<file path="src/rtl/cpu1_ram_arbiter_pkg.sv">
// cpu1_ram_arbiter_pkg: shared types and constants for the CPU1 RAM arbiter.
// Rev 1.0
`default_nettype none

package cpu1_ram_arbiter_pkg;

  typedef enum logic {
    M0 = 1'b0,
    M1 = 1'b1
  } master_idx_t;

  localparam int DATA_W        = 32;
  localparam int BE_W          = 4;
  localparam int DEFAULT_DEPTH = 1023;

endpackage

`default_nettype wire

</file>
<file path="src/rtl/cpu1_ram_arbiter_rr_arb2.sv">
// cpu1_ram_arbiter_rr_arb2: two-requester round-robin grant with last-grant memory.
// Rev 1.0
`default_nettype none

module cpu1_ram_arbiter_rr_arb2
  import cpu1_ram_arbiter_pkg::*;
(
  input  logic        clk,
  input  logic        reset_n,
  input  logic [1:0]  req_i,
  output logic [1:0]  grant_o,
  output master_idx_t winner_o
);

  master_idx_t last_q;
  master_idx_t last_d;

  always_comb begin
    grant_o  = 2'b00;
    winner_o = M0;
    last_d   = last_q;
    case (req_i)
      2'b01: begin
        grant_o  = 2'b01;
        winner_o = M0;
      end
      2'b10: begin
        grant_o  = 2'b10;
        winner_o = M1;
      end
      2'b11: begin
        // On conflict the master that did not win last time takes the slot.
        if (last_q == M1) begin
          grant_o  = 2'b01;
          winner_o = M0;
        end else begin
          grant_o  = 2'b10;
          winner_o = M1;
        end
      end
      default: ;
    endcase
    if (|req_i) begin
      last_d = winner_o;
    end
  end

  always_ff @(posedge clk or negedge reset_n) begin
    if (!reset_n) begin
      last_q <= M1;
    end else begin
      last_q <= last_d;
    end
  end

endmodule

`default_nettype wire

</file>
<file path="src/rtl/cpu1_ram_arbiter.sv">
// cpu1_ram_arbiter: shares the single-port on-chip RAM between the CPU and alarm logger.
// Rev 1.0
`default_nettype none

module cpu1_ram_arbiter
  import cpu1_ram_arbiter_pkg::*;
#(
  parameter int ADDR_W = 10,
  parameter int DEPTH  = DEFAULT_DEPTH,
  parameter int CNT_W  = 16
) (
  input  logic              clk,
  input  logic              reset_n,
  input  logic [ADDR_W-1:0] m0_address,
  input  logic [BE_W-1:0]   m0_byteenable,
  input  logic              m0_read,
  input  logic              m0_write,
  input  logic [DATA_W-1:0] m0_writedata,
  output logic              m0_waitrequest,
  output logic [DATA_W-1:0] m0_readdata,
  output logic              m0_readdatavalid,
  input  logic [ADDR_W-1:0] m1_address,
  input  logic [BE_W-1:0]   m1_byteenable,
  input  logic              m1_read,
  input  logic              m1_write,
  input  logic [DATA_W-1:0] m1_writedata,
  output logic              m1_waitrequest,
  output logic [DATA_W-1:0] m1_readdata,
  output logic              m1_readdatavalid,
  output logic [ADDR_W-1:0] ram_address,
  output logic [BE_W-1:0]   ram_byteenable,
  output logic              ram_chipselect,
  output logic              ram_write,
  output logic [DATA_W-1:0] ram_writedata,
  output logic              ram_clken,
  input  logic [DATA_W-1:0] ram_readdata,
  output logic [CNT_W-1:0]  contention_cnt,
  input  logic              contention_clr
);

  localparam logic [ADDR_W:0] DEPTH_L = (ADDR_W+1)'(DEPTH);

  logic [1:0]        req;
  logic [1:0]        grant;
  master_idx_t       winner;
  logic [ADDR_W-1:0] sel_addr;
  logic [BE_W-1:0]   sel_be;
  logic [DATA_W-1:0] sel_wd;
  logic              sel_wr;
  logic              sel_rd;
  logic              accepted;
  logic              in_range;
  logic              rd_accept;
  logic [DATA_W-1:0] ret_data;

  logic              rd_pend_q, rd_pend_d;
  master_idx_t       rd_owner_q, rd_owner_d;
  logic              rd_oob_q, rd_oob_d;
  logic [CNT_W-1:0]  cnt_q, cnt_d;

  // Requests are masked while in reset so every output sits at its idle value.
  assign req = {(m1_read | m1_write) & reset_n, (m0_read | m0_write) & reset_n};

  cpu1_ram_arbiter_rr_arb2 u_rr_arb2 (
    .clk      (clk),
    .reset_n  (reset_n),
    .req_i    (req),
    .grant_o  (grant),
    .winner_o (winner)
  );

  always_comb begin
    sel_addr = '0;
    sel_be   = '0;
    sel_wd   = '0;
    sel_wr   = 1'b0;
    sel_rd   = 1'b0;
    if (grant[0]) begin
      sel_addr = m0_address;
      sel_be   = m0_byteenable;
      sel_wd   = m0_writedata;
      sel_wr   = m0_write;
      sel_rd   = m0_read;
    end else if (grant[1]) begin
      sel_addr = m1_address;
      sel_be   = m1_byteenable;
      sel_wd   = m1_writedata;
      sel_wr   = m1_write;
      sel_rd   = m1_read;
    end
  end

  assign accepted  = |grant;
  assign in_range  = ({1'b0, sel_addr} < DEPTH_L);
  assign rd_accept = accepted & sel_rd & ~sel_wr;

  assign m0_waitrequest = req[0] & ~grant[0];
  assign m1_waitrequest = req[1] & ~grant[1];

  assign ram_address    = sel_addr;
  assign ram_byteenable = sel_be;
  assign ram_writedata  = sel_wd;
  assign ram_write      = sel_wr;
  assign ram_chipselect = accepted & in_range;
  assign ram_clken      = reset_n;

  always_comb begin
    rd_pend_d  = rd_accept;
    rd_owner_d = winner;
    rd_oob_d   = ~in_range;
    cnt_d      = cnt_q;
    if (contention_clr) begin
      cnt_d = '0;
    end else if ((&req) && (cnt_q != {CNT_W{1'b1}})) begin
      cnt_d = cnt_q + 1'b1;
    end
  end

  always_ff @(posedge clk or negedge reset_n) begin
    if (!reset_n) begin
      rd_pend_q  <= 1'b0;
      rd_owner_q <= M0;
      rd_oob_q   <= 1'b0;
      cnt_q      <= '0;
    end else begin
      rd_pend_q  <= rd_pend_d;
      rd_owner_q <= rd_owner_d;
      rd_oob_q   <= rd_oob_d;
      cnt_q      <= cnt_d;
    end
  end

  // Out-of-range reads never strobed the RAM, so its output is stale and is replaced by zero.
  assign ret_data         = rd_oob_q ? '0 : ram_readdata;
  assign m0_readdatavalid = rd_pend_q & (rd_owner_q == M0);
  assign m1_readdatavalid = rd_pend_q & (rd_owner_q == M1);
  assign m0_readdata      = m0_readdatavalid ? ret_data : '0;
  assign m1_readdata      = m1_readdatavalid ? ret_data : '0;
  assign contention_cnt   = cnt_q;

endmodule

`default_nettype wire
</file>
<file path="config.mk">
export PLATFORM = sky130hd
export DESIGN_NAME = cpu1_ram_arbiter
export DESIGN_NICKNAME = d
export VERILOG_FILES = /design/src/rtl/cpu1_ram_arbiter_pkg.sv /design/src/rtl/cpu1_ram_arbiter_rr_arb2.sv /design/src/rtl/cpu1_ram_arbiter.sv
export SDC_FILE = /design/constraint.sdc
export NUM_CORES = 1
export LEC_CHECK = 0
export ABC_CLOCK_PERIOD_IN_PS = 5000
export CORE_AREA = 4 4 99 101
export DETAILED_ROUTE_END_ITERATION = 16
export DIE_AREA = 0 0 103 105
export PLACE_DENSITY_LB_ADDON = 0.1
export REMOVE_ABC_BUFFERS = 1
export SLEW_MARGIN = 20
export SYNTH_ARGS = -nofsm -noshare
export SYNTH_HDL_FRONTEND = slang
export SYNTH_HIERARCHICAL = 1
export SYNTH_SLANG_ARGS = --single-unit
export TNS_END_PERCENT = 10
</file>
<file path="constraint.sdc">
create_clock -name clk -period 5 [get_ports clk]
set_input_delay 0.5 -clock clk [delete_from_list [all_inputs] [get_ports clk]]
set_output_delay 0.5 -clock clk [all_outputs]
set_load 0.01 [all_outputs]
</file>
======== Yosys cells after proc, flatten, opt, wreduce, memory -nomap -nowiden ========
Index checks and enable logic that the tools add are counted.
word-level totals
  flip-flop bits (word level) ............. 20
  bits of input ports ..................... 131
  output and inout port bits .............. 133
  word-level logic and storage cells ...... 51
cells by class
  add/subtract/negate cells ............... 1
  $lt $le $gt $ge ......................... 1
  equality and inequality tests ........... 4
  mux-type cells .......................... 19
  bitwise logic cells ..................... 16
  reduce and logical (&&, ||, !) cells .... 5
operators with widths
  operator               count
  $mux 32                5
  $mux 16                2
  $mux 10                2
  $add 16x1->16 const B  1
  $ne 16x16->1 const B   1
  $lt 10x10->1 const B   1
  $and 1x1->1            9
  $mux 4                 2
  $pmux 2 s3             1
  $mux 1                 5
  $not 1->1              5
  $eq 2x2->1 const B     2
  $reduce_or 2->1        2
  $eq 2x1->1 const B     1
  $mux 2                 1
  $or 1x1->1             2
  $pmux 1 s2             1
  $reduce_and 2->1       1
  $reduce_bool 2->1      1
  $logic_and 1x1->1      1

======== Logic depth before layout (Yosys ltp) ========
Gate-level depths: netlist (run 1).
  word-level depth ........................ 8
  depth in mapped cells ................... 7
  mapped depth without buffers ............ 6

======== Modules after synthesis ========
The synthesis (run 1) kept the hierarchy.
by module, submodules not included
  module                    times used  cells an instance  area an instance (sq um)  seq. area each (sq um)
  cpu1_ram_arbiter          1           299                2080.7                    475.5
  cpu1_ram_arbiter_rr_arb2  1           7                  61.3                      26.3

======== Worst setup path after synthesis (run 1) ========
No wires, ideal clock.
  kind .................................... in2out
  start point ............................. input port m0_write
  end point ............................... output port ram_byteenable[0]
  arrival ................................. 2105 ps
  data required time ...................... 4500 ps
  setup slack ............................. 2395 ps
  stages .................................. 6
  path buffers ............................ 2
  cells stage by stage .................... o21a_1 a21boi_0 nor2b_1 clkbuf_1 clkbuf_1 a22o_1
between the ends
  word-level cells in the longest chain between the ends .. 6
  elaborated cells on any way between the ends .. 8
  those cells by class .................... 3 x eq/ne; 3 x mux; 2 x bitwise
ends and longest elaborated chain
  element                                          RTL line                        RTL
  start: declaration                               cpu1_ram_arbiter.sv:17          input logic m0_write,
  $or 1x1->1 *                                     cpu1_ram_arbiter.sv:62          assign req = {(m1_read | m1_write) & reset_n, (m0_read | m0_write) & reset_n};
  $and 1x1->1 *                                    cpu1_ram_arbiter.sv:62
  $eq 2x2->1 / $eq 2x1->1 (equally long branches)  cpu1_ram_arbiter_rr_arb2.sv:22  case (req_i)
  $pmux 2 s3 *                                     cpu1_ram_arbiter_rr_arb2.sv:22
  net grant[1]                                     cpu1_ram_arbiter.sv:44          logic [1:0] grant;
  $mux 4 *                                         cpu1_ram_arbiter.sv:84          end else if (grant[1]) begin
  $mux 4 *                                         cpu1_ram_arbiter.sv:78          if (grant[0]) begin
  end: declaration                                 cpu1_ram_arbiter.sv:31          output logic [BE_W-1:0] ram_byteenable,
Mark *: on every way through the listed nets, which the timed path passes. The rest lies on a longest branch.

======== Worst setup path in the final report (run 1) ========
  start point ............................. input port m0_write
  end point ............................... output port ram_writedata[5]
between the ends
  elaborated cells on any way between the ends .. 8
  those cells by class .................... 3 x eq/ne; 3 x mux; 2 x bitwise
RTL lines
  element                                          RTL line                        RTL
  $or 1x1->1 *                                     cpu1_ram_arbiter.sv:62
  $and 1x1->1 *                                    cpu1_ram_arbiter.sv:62
  net req[0]                                       cpu1_ram_arbiter.sv:43          logic [1:0] req;
  $eq 2x2->1 / $eq 2x1->1 (equally long branches)  cpu1_ram_arbiter_rr_arb2.sv:22
  $pmux 2 s3 *                                     cpu1_ram_arbiter_rr_arb2.sv:22
  net grant[0]                                     cpu1_ram_arbiter.sv:44
  $mux 32 *                                        cpu1_ram_arbiter.sv:78
  end: declaration                                 cpu1_ram_arbiter.sv:34          output logic [DATA_W-1:0] ram_writedata,
Marked as above.

==> impl_summary.txt, run 1 <==
----------------------------------------------------
[Status]
  Result of the run ... completed

[Clock network]
  H-Tree Level Count ... 1
  Clock buffers created by TritonCTS ... 3
  TritonCTS clock tree ... yes
  Library cell used as clock root buffer ... sky130_fd_sc_hd__clkbuf_8
  Number of gates resized after CTS ... 0
  Maximum root-to-sink buffer count ... 2
  Clock-pin slew of the registers on the worst-case setup and hold paths ... 0.08 ns
  Hold buffers post-CTS ... 0
  Setup Buffers After CTS ... 0
  CTS sink cnt ... 20
  Latest clock arrival within the worst-skew pair ... 0.26 ns

[Power]
  Pwr/cell area ... 149 nW/um^2
  Fraction of power consumed by combinational cells ... 0.541
  Total power consumption of the routed design ... 0.735 mW
  Relative contribution of the clock network to total power ... 0.225
  Leakage ... 1.92 nW
  Maximum vdd ir drop ... 0.116 mV
  Sequential share of power ... 0.233
  Switching power share of the total ... 0.302
  Internal power ... 0.512 mW
  Reported net switching power ... 0.222 mW

[Route]
  Post-route antenna net violation count ... 0
  Average vias per placed instance ... 4.94
  Total Routed Length ... 11.6 mm
  Post-route DRC ... 0
  DR pass1 iterations ... 5
  Vias post-DR ... 3,280
  Detailed-route wire length per cell ... 17.5 um
  Violation count after the first detailed-routing iteration ... 130

[Cells and area]
  Core Util, Final ... 0.548
  Most frequent cells in the layout ... sky130_fd_sc_hd__clkdlybuf4s50_1, sky130_fd_sc_hd__nor2_1, sky130_fd_sc_hd__a22o_1
  Most common cell after layout, fill and taps aside ... sky130_fd_sc_hd__clkdlybuf4s50_1
  Layout Area Growth over Synthesis ... 131%
  Antenna diode count ... 0
  Final instance area ... 4940 um^2
  Nets@finish ... 686
  Fraction of final layout cells sized beyond drive strength 1 ... 0.0362

[STA]
  Fin. max-slew vios ... 0
  Post-route clock skew ... 0.0111 ns
  Time the worst path needs with I/O delays and setup ... 3.71 ns
  Worst hold slack ... 0.518 ns
  Transition at the pin with the smallest max-transition slack ... 0.923 ns
  Total negative slack for setup checks ... 0 ns
  Final worst path period share ... 0.742
  Fmax ... 0.269 GHz
  Fin. Hold Viols ... 0
  Unrepaired setup endpoints after global routing ... no
  Endpoints failing setup ... 0
  Max_slew headroom ... 0.385

[Synth]
  Average size of a mapped cell ... 7.00 um^2
  Number of standard cells after synthesis ... 306
  Top FF cell, synth ... sky130_fd_sc_hd__dfrtp_1
  Number of enable-type register cells in the synthesized netlist ... 0
  Biggest area consumer among synthesized cells ... sky130_fd_sc_hd__dfrtp_1
  Fraction of post-synthesis cell area in the top cell type by area ... 0.222
  Fraction of the yosys area taken by sequential cells ... 0.234
  Number of unique standard cell types used by synthesis ... 41
  Register bit count reported by yosys ... 20
  Warning count from the yosys run ... 6
  Cell area after technology mapping ... 2140 um^2
  Post-synthesis async set-or-reset flop share ... 1.00
  Leading cell types by total area after synthesis ... sky130_fd_sc_hd__dfrtp_1, sky130_fd_sc_hd__a22o_1, sky130_fd_sc_hd__nor2_1

[Die]
  Die ar. ... 10,800 um^2
  Top-level port count ... 264
  Core footprint ... 9020 um^2
  Initial standard-cell utilization of the core ... 0.237
  Row count ... 35
  Die Wd ... 103 um
  Die height ... 105 um

[Global routing]
  Total global routing overflow ... 0
  Maximum number of pins on one net before global-route repair ... 43
  Global-route wire length before repair ... 16.9 mm
  GRT Util Overall ... 0.199
  Antenna violations before repair ... 0
  Vias in the first global route ... 3,224

[Worst setup path]
  Required time reported for the critical path endpoint ... 4.50 ns
  Setup crit start kind ... input pin
  Worst endpoint data arrival time ... 3.21 ns
  Kind of critical path ... in2out
  Critical path capture point type ... primary output
  Max Fanout on Critical Path ... 34

[Run]
  Max Cap Violations ... 0

[Placement]
  Post-DP HPWL ... 9.85 mm
  Placed inst area ... 4870 um^2
  Routability cong. ... 0.817
  Count of buffers inserted at the top-level ports ... 263

[Worst hold path]
  Worst hold-check path type ... reg2reg

----------------------------------------------------
routing by layer:
layer / share of wire / GRT usage / up-vias / wire [um]
li1: - / - / 1590 / -
met1: 0.34 / 0.197 / 1502 / 3920
met2: 0.53 / 0.386 / 174 / 6140
met3: 0.10 / 0.0541 / 14 / 1210
met4: 0.028 / 0.0620 / 0 / 320
met5: 0 / 0 / - / 0
kinds of logic after synthesis:
kind of cell,count (synthesis),synth area share
AND/OR/NAND/NOR,164,0.388
AO/OA/AOI/OAI,85,0.297
buffers and inverters,33,0.0602
flip-flops,20,0.234
multiplexers,2,0.0105
XOR/XNOR,1,0.00409
adder cells (fa/ha/maj),1,0.00584
state kept, by name, indices dropped and copies added (netlist names):
register and count:
contention_cnt 16, rd_oob_q 1, rd_owner_q 1, rd_pend_q 1, u_rr_arb2/last_q 1
cells in the mapped netlist, types with 2 or more instances:
cell                       count
sky130_fd_sc_hd__nor2_1       73
sky130_fd_sc_hd__o31ai_1       6
sky130_fd_sc_hd__buf_1         3
sky130_fd_sc_hd__a22o_1       43
sky130_fd_sc_hd__a21oi_1      14
sky130_fd_sc_hd__inv_1         6
sky130_fd_sc_hd__nor2b_1       5
sky130_fd_sc_hd__o21ai_0      11
sky130_fd_sc_hd__nand2_1      13
sky130_fd_sc_hd__nand4_1       7
sky130_fd_sc_hd__nand3_1       5
sky130_fd_sc_hd__nor4_1        2
sky130_fd_sc_hd__o21a_1        2
sky130_fd_sc_hd__clkbuf_1     21
sky130_fd_sc_hd__dfrtp_1      19
sky130_fd_sc_hd__or4_1         7
sky130_fd_sc_hd__or3_1         8
sky130_fd_sc_hd__mux2_2        2
sky130_fd_sc_hd__a21boi_0      2
sky130_fd_sc_hd__nand3b_1      2
sky130_fd_sc_hd__nand2b_1     34
sky130_fd_sc_hd__nor3_1        2
per-stage QoR:
| stage | setup WS (ns) | std cells |
|---|---|---|
| finish | 1.29 | 664 |
| global route | 1.14 | 664 |
| CTS | 1.30 | 664 |
| detailed placement | 1.30 | 660 |
| global placement | 1.32 | 660 |
| floorplan | 0.0892 | 280 |
power groups by stage:
| stage | logic (mW) | clock network, mW | registers, mW |
|---|---|---|---|
| after floorplan | 0.129 | 0 | 0.174 |
| after global placement | 0.399 | 0 | 0.174 |
| after detailed placement | 0.401 | 0 | 0.174 |
| after CTS | 0.403 | 0.170 | 0.171 |
| after global routing | 0.423 | 0.178 | 0.172 |
| final | 0.398 | 0.166 | 0.171 |
cell type report:
class / instances / area [um^2]
Clock inverter: 1 / 30.0
Multi-Input combinational cell: 253 / 1530
Timing Repair Buffer: 269 / 2680
Tap cell: 111 / 139
Clock buffer: 3 / 41.3
Sequential cell: 20 / 502
Fill cell: 844 / 4080
Inverter: 7 / 26.3
final timing paths:
kind                                                   start                       endpoint  slack [ns]  cells after the start
min in group asynchronous                            reset_n  contention_cnt[1]$_DFFE_PN0P_        0.65                      2
worst max register to register  u_rr_arb2/last_q$_DFFE_PN1P_            rd_pend_q$_DFF_PN0_        2.92                      5
worst min register to register  u_rr_arb2/last_q$_DFFE_PN1P_   u_rr_arb2/last_q$_DFFE_PN1P_        0.52                      2
worst min-delay path            u_rr_arb2/last_q$_DFFE_PN1P_   u_rr_arb2/last_q$_DFFE_PN1P_        0.52                      2
worst max-delay path                                m0_write               ram_writedata[5]        1.29                      6
max in group asynchronous                            reset_n   u_rr_arb2/last_q$_DFFE_PN1P_        4.06                      2
worst max-delay path: stages:
cell                              delay (ns)
sky130_fd_sc_hd__clkdlybuf4s50_1        0.53
sky130_fd_sc_hd__o21a_1                 0.23
sky130_fd_sc_hd__a21boi_4               0.72
sky130_fd_sc_hd__buf_4                  0.40
sky130_fd_sc_hd__a22o_1                 0.26
sky130_fd_sc_hd__clkdlybuf4s50_1        0.57
No activity file was read; power rests on OpenSTA's default activity.
==> run 2: changes to the inputs <==
--- a/config.mk
+++ b/config.mk
@@ -5,10 +5,10 @@
 export SDC_FILE = /design/constraint.sdc
 export NUM_CORES = 1
 export LEC_CHECK = 0
-export ABC_CLOCK_PERIOD_IN_PS = 5000
-export CORE_AREA = 4 4 99 101
+export ABC_CLOCK_PERIOD_IN_PS = 3200
+export CORE_MARGIN = 4
+export CORE_UTILIZATION = 24
 export DETAILED_ROUTE_END_ITERATION = 16
-export DIE_AREA = 0 0 103 105
 export PLACE_DENSITY_LB_ADDON = 0.1
 export REMOVE_ABC_BUFFERS = 1
 export SLEW_MARGIN = 20
==> constraint.sdc (replaced) <==
create_clock -name clk -period 3.2 [get_ports clk]
set_input_delay 0.32 -clock clk [delete_from_list [all_inputs] [get_ports clk]]
set_output_delay 0.32 -clock clk [all_outputs]
set_load 0.01 [all_outputs]
==> impl_summary.txt, run 2 (synthesized netlist as in run 1, its figures left out) <==
----------------------------------------------------
[Worst setup path]
  Worst endpoint data arrival time ... 2.65 ns (was 3.21 ns)
  Kind of critical path ... in2out (unchanged)
  Setup crit start kind ... input pin (unchanged)
  Max Fanout on Critical Path ... 17 (was 34)
  Critical path capture point type ... primary output (unchanged)
  Required time reported for the critical path endpoint ... 2.88 ns (was 4.50 ns)

[Global routing]
  GRT Util Overall ... 0.201 (was 0.199)
  Maximum number of pins on one net before global-route repair ... 42 (was 43)
  Global-route wire length before repair ... 16.4 mm (was 16.9 mm)
  Total global routing overflow ... 0 (unchanged)
  Vias in the first global route ... 3,103 (was 3,224)
  Antenna violations before repair ... 0 (unchanged)

[Cells and area]
  Final instance area ... 4980 um^2 (was 4940 um^2)
  Core Util, Final ... 0.571 (was 0.548)
  Most frequent cells in the layout ... sky130_fd_sc_hd__clkdlybuf4s50_1, sky130_fd_sc_hd__nor2_1, sky130_fd_sc_hd__a22o_1 (unchanged)
  Layout Area Growth over Synthesis ... 132% (was 131%)
  Fraction of final layout cells sized beyond drive strength 1 ... 0.0430 (was 0.0362)
  Flip-flop count of the largest register, all copies and words added ... 16 (unchanged)
  Nets@finish ... 691 (was 686)
  Antenna diode count ... 0 (unchanged)
  Final cell count without fillers ... 666 (was 664)
  Most common cell after layout, fill and taps aside ... sky130_fd_sc_hd__clkdlybuf4s50_1 (unchanged)

[Clock network]
  Setup Buffers After CTS ... 0 (unchanged)
  H-Tree Level Count ... 1 (unchanged)
  Hold buffers post-CTS ... 0 (unchanged)
  CTS sink cnt ... 20 (unchanged)
  Library cell used as clock root buffer ... sky130_fd_sc_hd__clkbuf_8 (unchanged)
  TritonCTS clock tree ... yes (unchanged)
  Latest clock arrival within the worst-skew pair ... 0.27 ns (was 0.26 ns)
  Number of gates resized after CTS ... 0 (unchanged)
  Clock-pin slew of the registers on the worst-case setup and hold paths ... 0.08 ns (about the same)
  Clock buffers created by TritonCTS ... 3 (unchanged)
  Maximum root-to-sink buffer count ... 2 (unchanged)

[STA]
  Fin. max-slew vios ... 0 (unchanged)
  Fin. Hold Viols ... 0 (unchanged)
  Worst setup slack after layout ... 0.234 ns (was 1.29 ns)
  Time the worst path needs with I/O delays and setup ... 2.97 ns
  Fmax ... 0.337 GHz
  Worst hold slack ... 0.504 ns (was 0.518 ns)
  Total negative slack for setup checks ... 0 ns (unchanged)
  Max_slew headroom ... 0.276 (was 0.385)
  Endpoints failing setup ... 0 (unchanged)
  Final worst path period share ... 0.927
  Transition at the pin with the smallest max-transition slack ... 1.08 ns (was 0.923 ns)
  Post-route clock skew ... 0.0131 ns (was 0.0111 ns)
  Unrepaired setup endpoints after global routing ... no (unchanged)

[Die]
  Top-level port count ... 264 (unchanged)
  Initial standard-cell utilization of the core ... 0.246 (was 0.237)
  Row count ... 34 (was 35)
  Die Wd ... 102 um (was 103 um)
  Die height ... 102 um (was 105 um)
  Die ar. ... 10,500 um^2 (was 10,800 um^2)
  Core footprint ... 8720 um^2 (was 9020 um^2)

[Placement]
  Count of buffers inserted at the top-level ports ... 263 (unchanged)
  Placed inst area ... 4920 um^2 (was 4870 um^2)
  Post-DP HPWL ... 10.0 mm (was 9.85 mm)
  Placed Cells ... 662 (was 660)
  Pre-CTS worst setup slack ... 0.231 ns (was 1.30 ns)
  Routability cong. ... 0.798 (was 0.817)

[Route]
  Total Routed Length ... 11.6 mm (about the same)
  Average vias per placed instance ... 4.92 (was 4.94)
  DR pass1 iterations ... 4 (was 5)
  Vias post-DR ... 3,275 (was 3,280)
  Post-route antenna net violation count ... 0 (unchanged)
  Violation count after the first detailed-routing iteration ... 122 (was 130)
  Post-route DRC ... 0 (unchanged)
  Detailed-route wire length per cell ... 17.4 um (was 17.5 um)

[Worst hold path]
  Worst hold-check path type ... in2async (was reg2reg)

[Power]
  Pwr/cell area ... 220 nW/um^2 (was 149 nW/um^2)
  Total power consumption of the routed design ... 1.10 mW (was 0.735 mW)
  Maximum vdd ir drop ... 0.126 mV (was 0.116 mV)
  Leakage ... 1.94 nW (was 1.92 nW)

[Run]
  Max Cap Violations ... 0 (unchanged)

[Status]
  Result of the run ... completed (unchanged)

----------------------------------------------------
-- run 2: cell count changes in the layout (fill, tap and decap cells not counted), sizes merged --
cell    change
bufinv      -1
clkbuf      +1
buf         +5
-- run 2: metal layers --
layer	global-route usage	share of wire
met1	0.205	0.33
met2	0.392	0.53
met3	0.0635	0.12
met4	0.0444	0.018
met5	0	0
-- run 2: critical path: stages --
cell and delay (ns):
sky130_fd_sc_hd__clkdlybuf4s50_1 0.50, sky130_fd_sc_hd__o21a_1 0.27, sky130_fd_sc_hd__a21boi_0 0.31, sky130_fd_sc_hd__nor2b_4 0.25, sky130_fd_sc_hd__buf_4 0.23, sky130_fd_sc_hd__a22o_1 0.21, sky130_fd_sc_hd__clkdlybuf4s50_1 0.56
-- run 2: worst paths after layout --
check / startpoint / to / slack (ns) / cells past startpoint
max: m0_write / ram_writedata[28] / 0.23 / 7
min: reset_n / contention_cnt[5]$_DFFE_PN0P_ / 0.50 / 2
max reg2reg: contention_cnt[2]$_DFFE_PN0P_ / contention_cnt[13]$_DFFE_PN0P_ / 1.33 / 4
min reg2reg: u_rr_arb2/last_q$_DFFE_PN1P_ / u_rr_arb2/last_q$_DFFE_PN1P_ / 0.51 / 2
max in group asynchronous: reset_n / u_rr_arb2/last_q$_DFFE_PN1P_ / 2.40 / 2
min in group clk: u_rr_arb2/last_q$_DFFE_PN1P_ / u_rr_arb2/last_q$_DFFE_PN1P_ / 0.51 / 2
-- run 2: layout make-up --
cell class              count  area, um^2
fillers                   801        3740
repair buffers            274        2730
multi-input cells         253        1530
flip-flops and latches     20         502
well taps                 108         135
clock buffers               4        55.1
inverters                   7        26.3
-- run 2: where the power goes --
part	internal, mW	switching [mW]
clock network	0.110	0.0845
registers	0.261	0.00676
logic	0.383	0.252
total	0.753	0.344
==> run 3: changes to the inputs <==
--- a/config.mk
+++ b/config.mk
@@ -6,9 +6,9 @@
 export NUM_CORES = 1
 export LEC_CHECK = 0
 export ABC_CLOCK_PERIOD_IN_PS = 3200
-export CORE_MARGIN = 4
-export CORE_UTILIZATION = 24
+export CORE_AREA = 2 2 104 106
 export DETAILED_ROUTE_END_ITERATION = 16
+export DIE_AREA = 0 0 106 108
 export PLACE_DENSITY_LB_ADDON = 0.1
 export REMOVE_ABC_BUFFERS = 1
 export SLEW_MARGIN = 20
==> impl_summary.txt, run 3 (synthesized netlist as in run 1, its figures left out) <==
----------------------------------------------------
[Cells and area]
  Core Util, Final ... 0.488 (was 0.571)
  Final instance area ... 4990 um^2 (was 4980 um^2)
  Combined flip-flop and latch cell area ... 502 um^2 (unchanged)
  Nets@finish ... 690 (was 691)
  Antenna diode count ... 0 (unchanged)
  Flip-flop count of the largest register, all copies and words added ... 16 (unchanged)
  Layout Area Growth over Synthesis ... 133% (was 132%)
  Fraction of final layout cells sized beyond drive strength 1 ... 0.0431 (was 0.0430)
  Filler Cell Count ... 1,016 (was 801)
  Most frequent cells in the layout ... sky130_fd_sc_hd__clkdlybuf4s50_1, sky130_fd_sc_hd__nor2_1, sky130_fd_sc_hd__a22o_1 (unchanged)
  Area occupied by multi-input gates ... 1530 um^2 (about the same)
  Most common cell after layout, fill and taps aside ... sky130_fd_sc_hd__clkdlybuf4s50_1 (unchanged)

[Worst setup path]
  Max Fanout on Critical Path ... 19 (was 17)
  Setup crit start kind ... input pin (unchanged)
  Required time reported for the critical path endpoint ... 2.88 ns (about the same)
  Critical path capture point type ... primary output (unchanged)
  Kind of critical path ... in2out (unchanged)
  Worst endpoint data arrival time ... 2.69 ns (was 2.65 ns)

[Route]
  Post-route antenna net violation count ... 0 (unchanged)
  Detailed-route wire length per cell ... 16.1 um (was 17.4 um)
  Violation count after the first detailed-routing iteration ... 190 (was 122)
  Vias post-DR ... 3,281 (was 3,275)
  DR pass1 iterations ... 4 (unchanged)
  Post-route DRC ... 0 (unchanged)
  Total Routed Length ... 11.2 mm (was 11.6 mm)
  Average vias per placed instance ... 4.73 (was 4.92)

[Power]
  Fraction of power consumed by combinational cells ... 0.573 (was 0.579)
  Maximum vdd ir drop ... 0.164 mV (was 0.126 mV)
  Switching power share of the total ... 0.317 (was 0.313)
  Reported net switching power ... 0.347 mW (was 0.344 mW)
  Sequential share of power ... 0.245 (was 0.244)
  Pwr/cell area ... 220 nW/um^2 (about the same)
  Leakage ... 1.93 nW (was 1.94 nW)
  Relative contribution of the clock network to total power ... 0.182 (was 0.177)
  Internal power ... 0.749 mW (was 0.753 mW)

[Run]
  Max Cap Violations ... 0 (unchanged)

[Clock network]
  Latest clock arrival within the worst-skew pair ... 0.26 ns (was 0.27 ns)
  Setup Buffers After CTS ... 0 (unchanged)
  Clock buffers created by TritonCTS ... 3 (unchanged)
  Clock-pin slew of the registers on the worst-case setup and hold paths ... 0.08 ns (about the same)
  CTS sink cnt ... 20 (unchanged)
  Maximum root-to-sink buffer count ... 2 (unchanged)
  TritonCTS clock tree ... yes (unchanged)
  H-Tree Level Count ... 1 (unchanged)
  Number of gates resized after CTS ... 0 (unchanged)
  Hold buffers post-CTS ... 0 (unchanged)
  Library cell used as clock root buffer ... sky130_fd_sc_hd__clkbuf_8 (unchanged)

[STA]
  Transition at the pin with the smallest max-transition slack ... 0.731 ns (was 1.08 ns)
  Max_slew headroom ... 0.508 (was 0.276)
  Time the worst path needs with I/O delays and setup ... 3.01 ns (was 2.97 ns)
  Endpoints failing setup ... 0 (unchanged)
  Fmax ... 0.332 GHz (was 0.337 GHz)
  Fin. max-slew vios ... 0 (unchanged)
  Final worst path period share ... 0.941 (was 0.927)
  Total negative slack for setup checks ... 0 ns (unchanged)
  Worst setup slack after layout ... 0.188 ns (was 0.234 ns)
  Fin. Hold Viols ... 0 (unchanged)
  Unrepaired setup endpoints after global routing ... no (unchanged)
  Post-route clock skew ... 0.00231 ns (was 0.0131 ns)

[Global routing]
  Maximum number of pins on one net before global-route repair ... 34 (was 42)
  Antenna violations before repair ... 0 (unchanged)
  Global-route wire length before repair ... 16.9 mm (was 16.4 mm)
  Total global routing overflow ... 0 (unchanged)
  GRT Util Overall ... 0.186 (was 0.201)
  Vias in the first global route ... 3,222 (was 3,103)

[Die]
  Initial standard-cell utilization of the core ... 0.209 (was 0.246)
  Die Wd ... 106 um (was 102 um)
  Row count ... 37 (was 34)
  Core footprint ... 10,200 um^2 (was 8720 um^2)
  Die height ... 108 um (was 102 um)
  Die ar. ... 11,400 um^2 (was 10,500 um^2)
  Top-level port count ... 264 (unchanged)

[Placement]
  Pre-CTS worst setup slack ... 0.170 ns (was 0.231 ns)
  Routability cong. ... 0.793 (was 0.798)
  Count of buffers inserted at the top-level ports ... 263 (unchanged)
  Placed inst area ... 4940 um^2 (was 4920 um^2)
  Post-DP HPWL ... 9.41 mm (was 10.0 mm)

[Status]
  Result of the run ... completed (unchanged)

[Worst hold path]
  Worst hold-check path type ... in2async (unchanged)

----------------------------------------------------
-- run 3: cell count changes in the layout (fill, tap and decap cells not counted), sizes merged --
cell and delta:
buf -1
-- run 3: path summary, 6_finish.rpt --
kind                                                    start                             to  slack (ns)  cells after the start
worst min register to register   u_rr_arb2/last_q$_DFFE_PN1P_   u_rr_arb2/last_q$_DFFE_PN1P_        0.52                      2
worst min-delay path                                  reset_n  contention_cnt[0]$_DFFE_PN0P_        0.46                      2
worst max register to register  contention_cnt[0]$_DFFE_PN0P_  contention_cnt[5]$_DFFE_PN0P_        1.33                      6
max in group asynchronous                             reset_n   u_rr_arb2/last_q$_DFFE_PN1P_        2.46                      2
min in group clk                 u_rr_arb2/last_q$_DFFE_PN1P_   u_rr_arb2/last_q$_DFFE_PN1P_        0.52                      2
worst max-delay path                                 m1_write              ram_writedata[18]        0.19                      8
-- run 3: metrics by stage --
step           total power [mW]  cells  hold WS, ns
3_3_place_gp              0.907    689        0.508
3_5_place_dp              0.908    689        0.507
5_1_grt                    1.16    693        0.502
6_report                   1.10    693        0.465
4_1_cts                    1.11    693        0.479
2_1_floorplan             0.473    280       0.0244
-- run 3: layer usage --
metal  track usage  wire length [um]
met3        0.0542              1080
met5             0                 0
met1         0.186              3620
met4        0.0648               297
met2         0.366              6170
-- run 3: power by group through the flow --
stage               Clock (mW)  Combinational, mW  Sequential, mW
finish                   0.199              0.629           0.269
global route             0.217              0.674           0.270
CTS                      0.204              0.637           0.268
detailed placement           0              0.635           0.273
global placement             0              0.634           0.272
floorplan                    0              0.201           0.272
-- run 3: area by class of cell --
cell class,count,share of cell area
Timing Repair Buffer,273,0.542
Multi-Input combinational cell,253,0.307
Inverter,7,0.00526
Clock buffer,4,0.0110
Tap cell,136,0.0341
Sequential cell,20,0.100
-- run 3: critical path, cell delays in order --
cell and delay [ns]:
sky130_fd_sc_hd__clkdlybuf4s50_1 0.53, sky130_fd_sc_hd__o21a_1 0.25, sky130_fd_sc_hd__a21boi_0 0.20, sky130_fd_sc_hd__buf_4 0.17
sky130_fd_sc_hd__nor2b_4 0.14, sky130_fd_sc_hd__buf_4 0.25, sky130_fd_sc_hd__a22o_1 0.24, sky130_fd_sc_hd__clkdlybuf4s50_1 0.57
